--- src/rtl/fetch_pkg.sv ---
// Shared types and sizing for the fetch line buffer: FSM encoding, line geometry.
// Latency: n/a (package only). Backpressure: n/a.
package fetch_pkg;

  localparam int LINE_WORDS = 4;
  localparam int TAG_W      = 13;
  localparam int WORD_W     = 16;
  localparam int IDX_W      = $clog2(LINE_WORDS);

  localparam logic [IDX_W-1:0] LAST_WORD = IDX_W'(LINE_WORDS - 1);

  typedef enum logic [1:0] {
    S_IDLE = 2'd0,
    S_FILL = 2'd1,
    S_WAIT = 2'd2,
    S_DONE = 2'd3
  } state_t;

  // Byte address of word k in the line; base is never incremented, so no wrap.
  function automatic logic [WORD_W-1:0] word_addr(input logic [TAG_W-1:0] base,
                                                   input logic [IDX_W-1:0] k);
    return {base, k, 1'b0};
  endfunction

endpackage

--- src/rtl/line_ram.sv ---
// One-line data store: 4x16 words, single write port, combinational read port.
// Latency: write on rising edge, read zero-cycle. Backpressure: none.
module line_ram
  import fetch_pkg::*;
(
  input  logic                 clk,
  input  logic                 we,
  input  logic [IDX_W-1:0]     waddr,
  input  logic [WORD_W-1:0]    wdata,
  input  logic [IDX_W-1:0]     raddr,
  output logic [WORD_W-1:0]    rdata
);

  logic [WORD_W-1:0] mem [LINE_WORDS];

  // Contents are qualified by the line valid bit upstream, so no reset here.
  always_ff @(posedge clk) begin
    if (we) begin
      mem[waddr] <= wdata;
    end
  end

  assign rdata = mem[raddr];

endmodule

--- src/rtl/fetch_line_buf.sv ---
// Single-line instruction buffer: zero-latency hit, 4-word refill from backing memory on miss.
// Latency: hit 0 cycles; miss stalls IF via freeze until refill completes. Optional FETCH_PERF_EN adds miss_count.
// Backpressure: freeze holds the IF stage; memory side has no backpressure, one read outstanding at a time.
module fetch_line_buf
  import fetch_pkg::*;
(
  input  logic               clk,
  input  logic               rst,
  input  logic [15:0]        pc,
  input  logic               fetch_en,
  input  logic               flush,
  output logic [15:0]        instruction,
  output logic               inst_valid,
  output logic               freeze,
  output logic [15:0]        mem_addr,
  output logic               mem_rd,
  input  logic [15:0]        mem_data,
  input  logic               mem_data_valid
`ifdef FETCH_PERF_EN
  ,
  output logic [15:0]        miss_count
`endif
);

  state_t              state;
  state_t              state_nxt;
  logic [TAG_W-1:0]    tag;
  logic [TAG_W-1:0]    base;
  logic [IDX_W-1:0]    k;
  logic                valid;
  logic                flush_seen;
  logic                hit;
  logic                miss;
  logic                ram_we;
  logic [WORD_W-1:0]   ram_rdata;
  logic                unused_pc_lsb;

  assign unused_pc_lsb = pc[0];

  // rst gates lookup so freeze drops the instant reset asserts.
  assign hit  = rst && (state == S_IDLE) && fetch_en && valid &&
                (tag == pc[15:3]) && !flush;
  assign miss = rst && (state == S_IDLE) && fetch_en && !hit;

  assign ram_we = (state == S_WAIT) && mem_data_valid;

  line_ram u_line_ram (
    .clk   (clk),
    .we    (ram_we),
    .waddr (k),
    .wdata (mem_data),
    .raddr (pc[2:1]),
    .rdata (ram_rdata)
  );

  always_ff @(posedge clk or negedge rst) begin
    if (!rst) begin
      state <= S_IDLE;
    end else begin
      state <= state_nxt;
    end
  end

  always_comb begin
    state_nxt = state;
    case (state)
      S_IDLE: if (miss) state_nxt = S_FILL;
      S_FILL: state_nxt = S_WAIT;
      S_WAIT: begin
        if (mem_data_valid) begin
          state_nxt = (k == LAST_WORD) ? S_DONE : S_FILL;
        end
      end
      S_DONE: state_nxt = S_IDLE;
      default: state_nxt = S_IDLE;
    endcase
  end

  always_comb begin
    freeze      = 1'b0;
    inst_valid  = 1'b0;
    instruction = 16'h0000;
    mem_rd      = 1'b0;
    mem_addr    = 16'h0000;
    if (rst) begin
      case (state)
        S_IDLE: begin
          freeze      = miss;
          inst_valid  = hit;
          instruction = hit ? ram_rdata : 16'h0000;
        end
        S_FILL: begin
          freeze   = 1'b1;
          mem_rd   = 1'b1;
          mem_addr = word_addr(base, k);
        end
        S_WAIT, S_DONE: freeze = 1'b1;
        default: freeze = 1'b0;
      endcase
    end
  end

  always_ff @(posedge clk or negedge rst) begin
    if (!rst) begin
      base       <= '0;
      k          <= '0;
      tag        <= '0;
      valid      <= 1'b0;
      flush_seen <= 1'b0;
    end else begin
      case (state)
        S_IDLE: begin
          if (flush) valid <= 1'b0;
          if (miss) begin
            base       <= pc[15:3];
            k          <= '0;
            flush_seen <= 1'b0;
          end
        end
        S_FILL: begin
          if (flush) flush_seen <= 1'b1;
        end
        S_WAIT: begin
          if (flush) flush_seen <= 1'b1;
          if (mem_data_valid && (k != LAST_WORD)) k <= k + 1'b1;
        end
        S_DONE: begin
          // A flush at any point of the refill, including this cycle, leaves the line invalid.
          valid      <= !(flush_seen || flush);
          tag        <= base;
          k          <= '0;
          flush_seen <= 1'b0;
        end
        default: ;
      endcase
    end
  end

`ifdef FETCH_PERF_EN
  always_ff @(posedge clk or negedge rst) begin
    if (!rst) begin
      miss_count <= 16'h0000;
    end else if (miss && (miss_count != 16'hFFFF)) begin
      miss_count <= miss_count + 16'h0001;
    end
  end
`endif

endmodule

--- config.mk ---
export PLATFORM = sky130hd
export DESIGN_NAME = fetch_line_buf
export DESIGN_NICKNAME = d
export VERILOG_FILES = /design/src/rtl/fetch_pkg.sv /design/src/rtl/line_ram.sv /design/src/rtl/fetch_line_buf.sv
export SDC_FILE = /design/constraint.sdc
export NUM_CORES = 1
export LEC_CHECK = 0
export ABC_CLOCK_PERIOD_IN_PS = 1900
export BUFFER_PORTS_ARGS = -buffer_cell sky130_fd_sc_hd__buf_4
export CAP_MARGIN = 40
export CELL_PAD_IN_SITES_DETAIL_PLACEMENT = 0
export CELL_PAD_IN_SITES_GLOBAL_PLACEMENT = 1
export CORE_ASPECT_RATIO = 0.75
export CORE_MARGIN = 3
export CORE_UTILIZATION = 42
export DETAILED_ROUTE_END_ITERATION = 8
export PLACE_DENSITY = 0.81
export SLEW_MARGIN = 30
export SYNTH_ARGS = -nofsm -noshare
export SYNTH_HDL_FRONTEND = slang
export SYNTH_SLANG_ARGS = --single-unit
--- constraint.sdc ---
create_clock -name clk -period 1.9 [get_ports clk]
set_input_delay 0.19 -clock clk [delete_from_list [all_inputs] [get_ports clk]]
set_output_delay 0.19 -clock clk [all_outputs]
set_load 0.01 [all_outputs]
; Word-level counts from Yosys, hierarchy flattened
; Memories as Yosys holds them, arrays and structs flattened.
; Index checks and enable logic that the tools add are counted.
[totals]
ff_bits = 32
mem_bits_rw = 64
input_bits = 37
memories = 1
[classes]
addsub = 1
n_eq_ne = 11
muxes = 25
reduce_logical = 22
[memory_table]
columns = memory, depth, width, rd, rd_ports_with_merged_regs, wr, line
row1 = u_line_ram.mem, 4, 16, 1, 0, 1, line_ram.sv:14  ; logic [WORD_W-1:0] mem [LINE_WORDS];
[op_table]
columns = operator, n
row1 = 16-bit 2-to-1 mux, 5
row2 = 13-bit == test, 1
row3 = 1-bit 2-to-1 mux, 10
row4 = 2-bit 2-to-1 mux, 5
row5 = 1-bit logical AND, 8
row6 = 2-bit != test (second input constant), 4
row7 = 2-bit case mux with 4 select lines, 1
row8 = 2-bit AND reduction, 4
row9 = 2-bit == test (second input constant), 3
row10 = 2-bit case mux with 3 select lines, 1
row11 = 2-bit by 1-bit != test with 1-bit output (second input constant), 2
row12 = 1-bit case mux with 2 select lines, 2
row13 = 1-bit zero test, 3
row14 = 1-bit case mux with 3 select lines, 1
row15 = 3-bit AND reduction, 1
row16 = 3-bit nonzero test, 1
row17 = 3-bit OR reduction, 1
row18 = 2-bit by 1-bit adder with 2-bit output (second input constant), 1
row19 = 2-bit by 1-bit == test with 1-bit output (second input constant), 1
row20 = 2-bit zero test, 1
row21 = 2-bit nonzero test, 1
row22 = 2-bit OR reduction, 1
row23 = 1-bit logical OR, 1

; Depth between registers and ports, before layout
[depth]
word_depth = 10
depth_mapped = 6
depth_no_buf = 6

; Cells and area by module
; A second synthesis with hierarchy kept.
[unflattened]
hier_cells = 244
area_unflattened_um2 = 4211.5
[modules_own_cells]
columns = module, instances, cells_per_inst, area_each_um2
row1 = line_ram, 1, 88, 2377.3
row2 = fetch_line_buf, 1, 156, 1834.3

; Least setup slack after synthesis
; No wires, ideal clock.
[synth_path]
path_type = flip-flop to flip-flop
start = register state[0]
end = memory u_line_ram.mem[1][0] (enable)
setup_time_ns = 0.374
arrival_time_ns = 1.436
t_required_ns = 1.526
setup_slack_ns = 0.090
path_stages_with_launch = 5
path_buffers = 1
period_less_slack_ns = 1.810
cell_sequence = dfrtp_1 -> inv_1 -> ha_1 -> clkbuf_1 -> and3_1
[synth_via]
elab_chain_cells = 4
[synth_rtl]
columns = element, line
row1 = start: declaration, fetch_line_buf.sv:25  ; state_t state;
row2 = start signal: assignment, fetch_line_buf.sv:60  ; state <= state_nxt;
row3 = 2-bit == test, fetch_line_buf.sv:45  ; assign ram_we = (state == S_WAIT) && mem_data_valid;
row4 = 1-bit logical AND, fetch_line_buf.sv:45
row5 = 1-bit 2-to-1 mux, line_ram.sv:18  ; if (we) begin
row6 = 1-bit 2-to-1 mux (not written as such), line_ram.sv:19  ; mem[waddr] <= wdata;
row7 = end: declaration, line_ram.sv:14
; Every way passes these cells.

; Final worst setup path
[layout_path]
start = register tag[5]
end = output instruction[10]
[layout_via]
elab_chain_cells = 6
[layout_rtl]
columns = element, line
row1 = start: declaration, fetch_line_buf.sv:27  ; logic [TAG_W-1:0] tag;
row2 = start signal: assignment, fetch_line_buf.sv:130  ; tag <= base;
row3 = 13-bit == test, fetch_line_buf.sv:42  ; (tag == pc[15:3]) && !flush;
row4 = 1-bit logical AND, fetch_line_buf.sv:41  ; assign hit = rst && (state == S_IDLE) && fetch_en && valid &&
row5 = 1-bit logical AND, fetch_line_buf.sv:42
row6 = 16-bit 2-to-1 mux, fetch_line_buf.sv:90  ; instruction = hit ? ram_rdata : 16'h0000;
row7 = 16-bit 2-to-1 mux, fetch_line_buf.sv:86  ; case (state)
row8 = 16-bit 2-to-1 mux, fetch_line_buf.sv:85  ; if (rst) begin
row9 = end: declaration, fetch_line_buf.sv:12  ; output logic [15:0] instruction,
; Every way passes these cells.

==> results.ini <==
[clocking]
cts_max_level = 3
clk_pin_slew_ns = 0.07
clock_sinks = 96
clock_path_buffers = 2
cts_tree = done
root_buffer = clkbuf_16
clkLatencyLatePin_ns = 0.34
numCtsBuffers = 9

[detailed_routing]
antenna_left = 0
vias_per_cell = 5.07
avgRoutedWirePerCell_um = 18.4
routed_wl_mm = 8.73
drt_iter0_markers = 197
drc = 0
vias = 2402
drt-pass1-iter-count = 4

[run]
cap_violations = 0

[synthesis]
async_flop_share = 0.333
synth_compound_area_frac = 0.0166
yosysUniqueCellTypes = 35
synth_xor_area_frac = 0.0271
synth_ff_type = edfxtp_1
synth_largest_type_area_fraction = 0.457
synth_area_mm2 = 0.00421
yosysTopAreaCell = edfxtp_1
synthCells = 246
ys_seq_area_frac = 0.647
avgSynthCellArea_um2 = 17.1
yosys.area_share.simple = 0.0889
synth-seq-cells = 96
synth_nets = 293
synthTopCellsByArea = edfxtp_1 46%, dfrtp_1 19%, mux4_2 8.6%
synth_top_family_by_area = multiplexers
synthMuxAreaShare = 0.171
synth_edf_count = 64
synth_fa_ha_area_frac = 0.0297
ys.warnings.count = 0

[worst_setup_path]
cp_max_fo = 8
cp_slowest_cell = nor4_4
max_stage_delay_ns = 0.43
cp.required_ns = 1.71
cp-end-kind = output port
crit_chain = xnor2_1 > nand4_1 > nor4_4 > nand2b_4 > clkbuf_16 > nor2b_1 > buf_4
ff2ff_setup_slack_ns = -0.12
rr_worst_depth = 6
path_class = reg2out
r2r_end = base[7]
crit_arrival_ns = 2.09
cp-start-kind = flip-flop
r2r-start = tag[5]

[timing]
whs_ns = 0.0460
grt_setup_unrepaired = yes
setup_violations = 29
tightestPinTransition_ns = 0.615
period_share = 1.20
min_period_ns = 2.28
skew_ns = 0.00524
max_freq_ghz = 0.439
relSlewSlack = 0.589
hold_viol = 0
maxSlewViolCount = 0
final.setup.worst_slack_ns = -0.377

[power_and_ir_drop]
powerDensity_mw_per_mm2 = 1240
vdd_ir_drop_max_uv = 508
p_leak_nw = 2.33

[placement]
gp_congestion = 0.740
io_buffers = 69
dp_hpwl_mm = 5.66
dp_cells = 452

[layout]
final_cell_mix = 75 x buf_4, 64 x edfxtp_1, 32 x dfrtp_1
fin_nets = 389
fin_cells = 474
final_layout_size_suffix_gt1_frac = 0.523
diodes = 0
area_growth_pct = 35.8
final_common_cell = buf_4

[status]
violations = negative setup slack
status = complete, but fails checks

[floorplanning]
rows = 30
die_h_um = 92.7
start_util = 0.449
core_area_mm2 = 0.00938
die_w_um = 122
fp.dieArea_mm2 = 0.0113
io_pins = 72

[hold_path]
min_to = u_line_ram.mem[0][10]
hold_start = mem_data[10]
hold_depth = 1
min_path_type = in2reg

[global_route]
grt_first_pass_wirelength_mm = 13.6
grt_start_max_net_pins = 33
grt_pass1_vias = 2480
antenna_found_initial = 0
grt_usage = 0.159
gr-total-overflow = 0

## sequential cells by signal, summed over array words and instances, names as in the netlist
name,cells
base,13
flush_seen,1
tag,13
k,2
valid,1
u_line_ram.mem,64
state,2
## timing repair
| item | in CTS | in global routing |
|---|---|---|
| pin swaps | 7 | 9 |
| gates cloned | 0 | 2 |
| hold buffers | 1 | 0 |
| gates resized for setup | 8 | 37 |
| setup endpoints to repair | 24 | 42 |
| hold endpoints to repair | 32 | 0 |
| setup buffers | 2 | 5 |
## final cells by class
| type | count | area [µm²] |
|---|---|---|
| clock buffer | 9 | 225 |
| fill | 711 | 3670 |
| timing repair buffer | 96 | 860 |
| inverter | 6 | 27.5 |
| multi-input combinational | 133 | 1580 |
| clock inverter | 6 | 138 |
| tap | 128 | 160 |
| sequential | 96 | 2720 |
## power by group
part / switching, mW / internal (mW) / total (mW)
clock network: 0.764 / 1.42 / 2.18
registers: 0.259 / 2.66 / 2.91
logic: 0.863 / 1.15 / 2.01
total: 1.89 / 5.22 / 7.11
## stage by stage
step           setup TNS [ns]  instance area (µm²)  worst slack [ns]  power (mW)   util
6_report                -6.94                 5720            -0.377        7.11  0.609
5_1_grt                -10.12                 5720            -0.480        7.46  0.609
4_1_cts                 -6.01                 5470            -0.352        6.96  0.583
3_5_place_dp           -0.168                 5050           -0.0508        4.72  0.538
3_3_place_gp           -0.893                 5040            -0.116        4.64  0.537
2_1_floorplan               0                 4210            0.0899        4.06      -
## layer usage
| metal | global-route usage | vias up | share of wire |
|---|---|---|---|
| met1 | 0.223 | 1225 | 0.47 |
| met2 | 0.243 | 44 | 0.48 |
| met5 | 0 | - | 0 |
| met3 | 0.0427 | 7 | 0.036 |
| met4 | 0.0476 | 0 | 0.011 |
| li1 | - | 1126 | - |
## worst max path at each step
stage,from,endpoint,slack [ns],cells past startpoint
3_3_place_gp,tag[8],base[10],-0.12,5
3_5_place_dp,tag[1],base[11],-0.05,6
2_1_floorplan,state[0],u_line_ram.mem[1][0],0.09,4
5_1_grt,tag[5],instruction[14],-0.48,7
6_report,tag[5],instruction[10],-0.38,7
4_1_cts,tag[5],instruction[5],-0.35,7
## cell families after synthesis
kind of cell | count (synthesis)
AOI/OAI and AO/OA | 8
xor gates and xnor gates | 13
adders and majority gates | 10
buffers and inverters | 17
DFF | 96
muxes | 45
other | 1
and+or+nand+nor | 56
## synthesized netlist by cell type, types with 2 or more instances
library cell and n:
nor2_1 2, mux4_2 16, inv_1 6, a21oi_1 2, nor3b_1 2, nand2_1 3, mux2i_1 3, nand3_1 2
ha_1 10, edfxtp_1 64, xnor2_1 13, and3_1 19, clkbuf_1 5, mux2_4 10, nand4_1 2, buf_2 3
mux2_2 16, nor2b_1 18, nand2b_1 2, nor4_4 2, dfrtp_1 32
## critical path, delay by kind of cell (launching register included)
family / cells / cell delay, ns
buffers and inverters: 2 / 0.32
and+or+nand+nor: 4 / 0.87
DFF: 1 / 0.40
xor gates and xnor gates: 1 / 0.16
No activity file was read; power rests on OpenSTA's default activity.
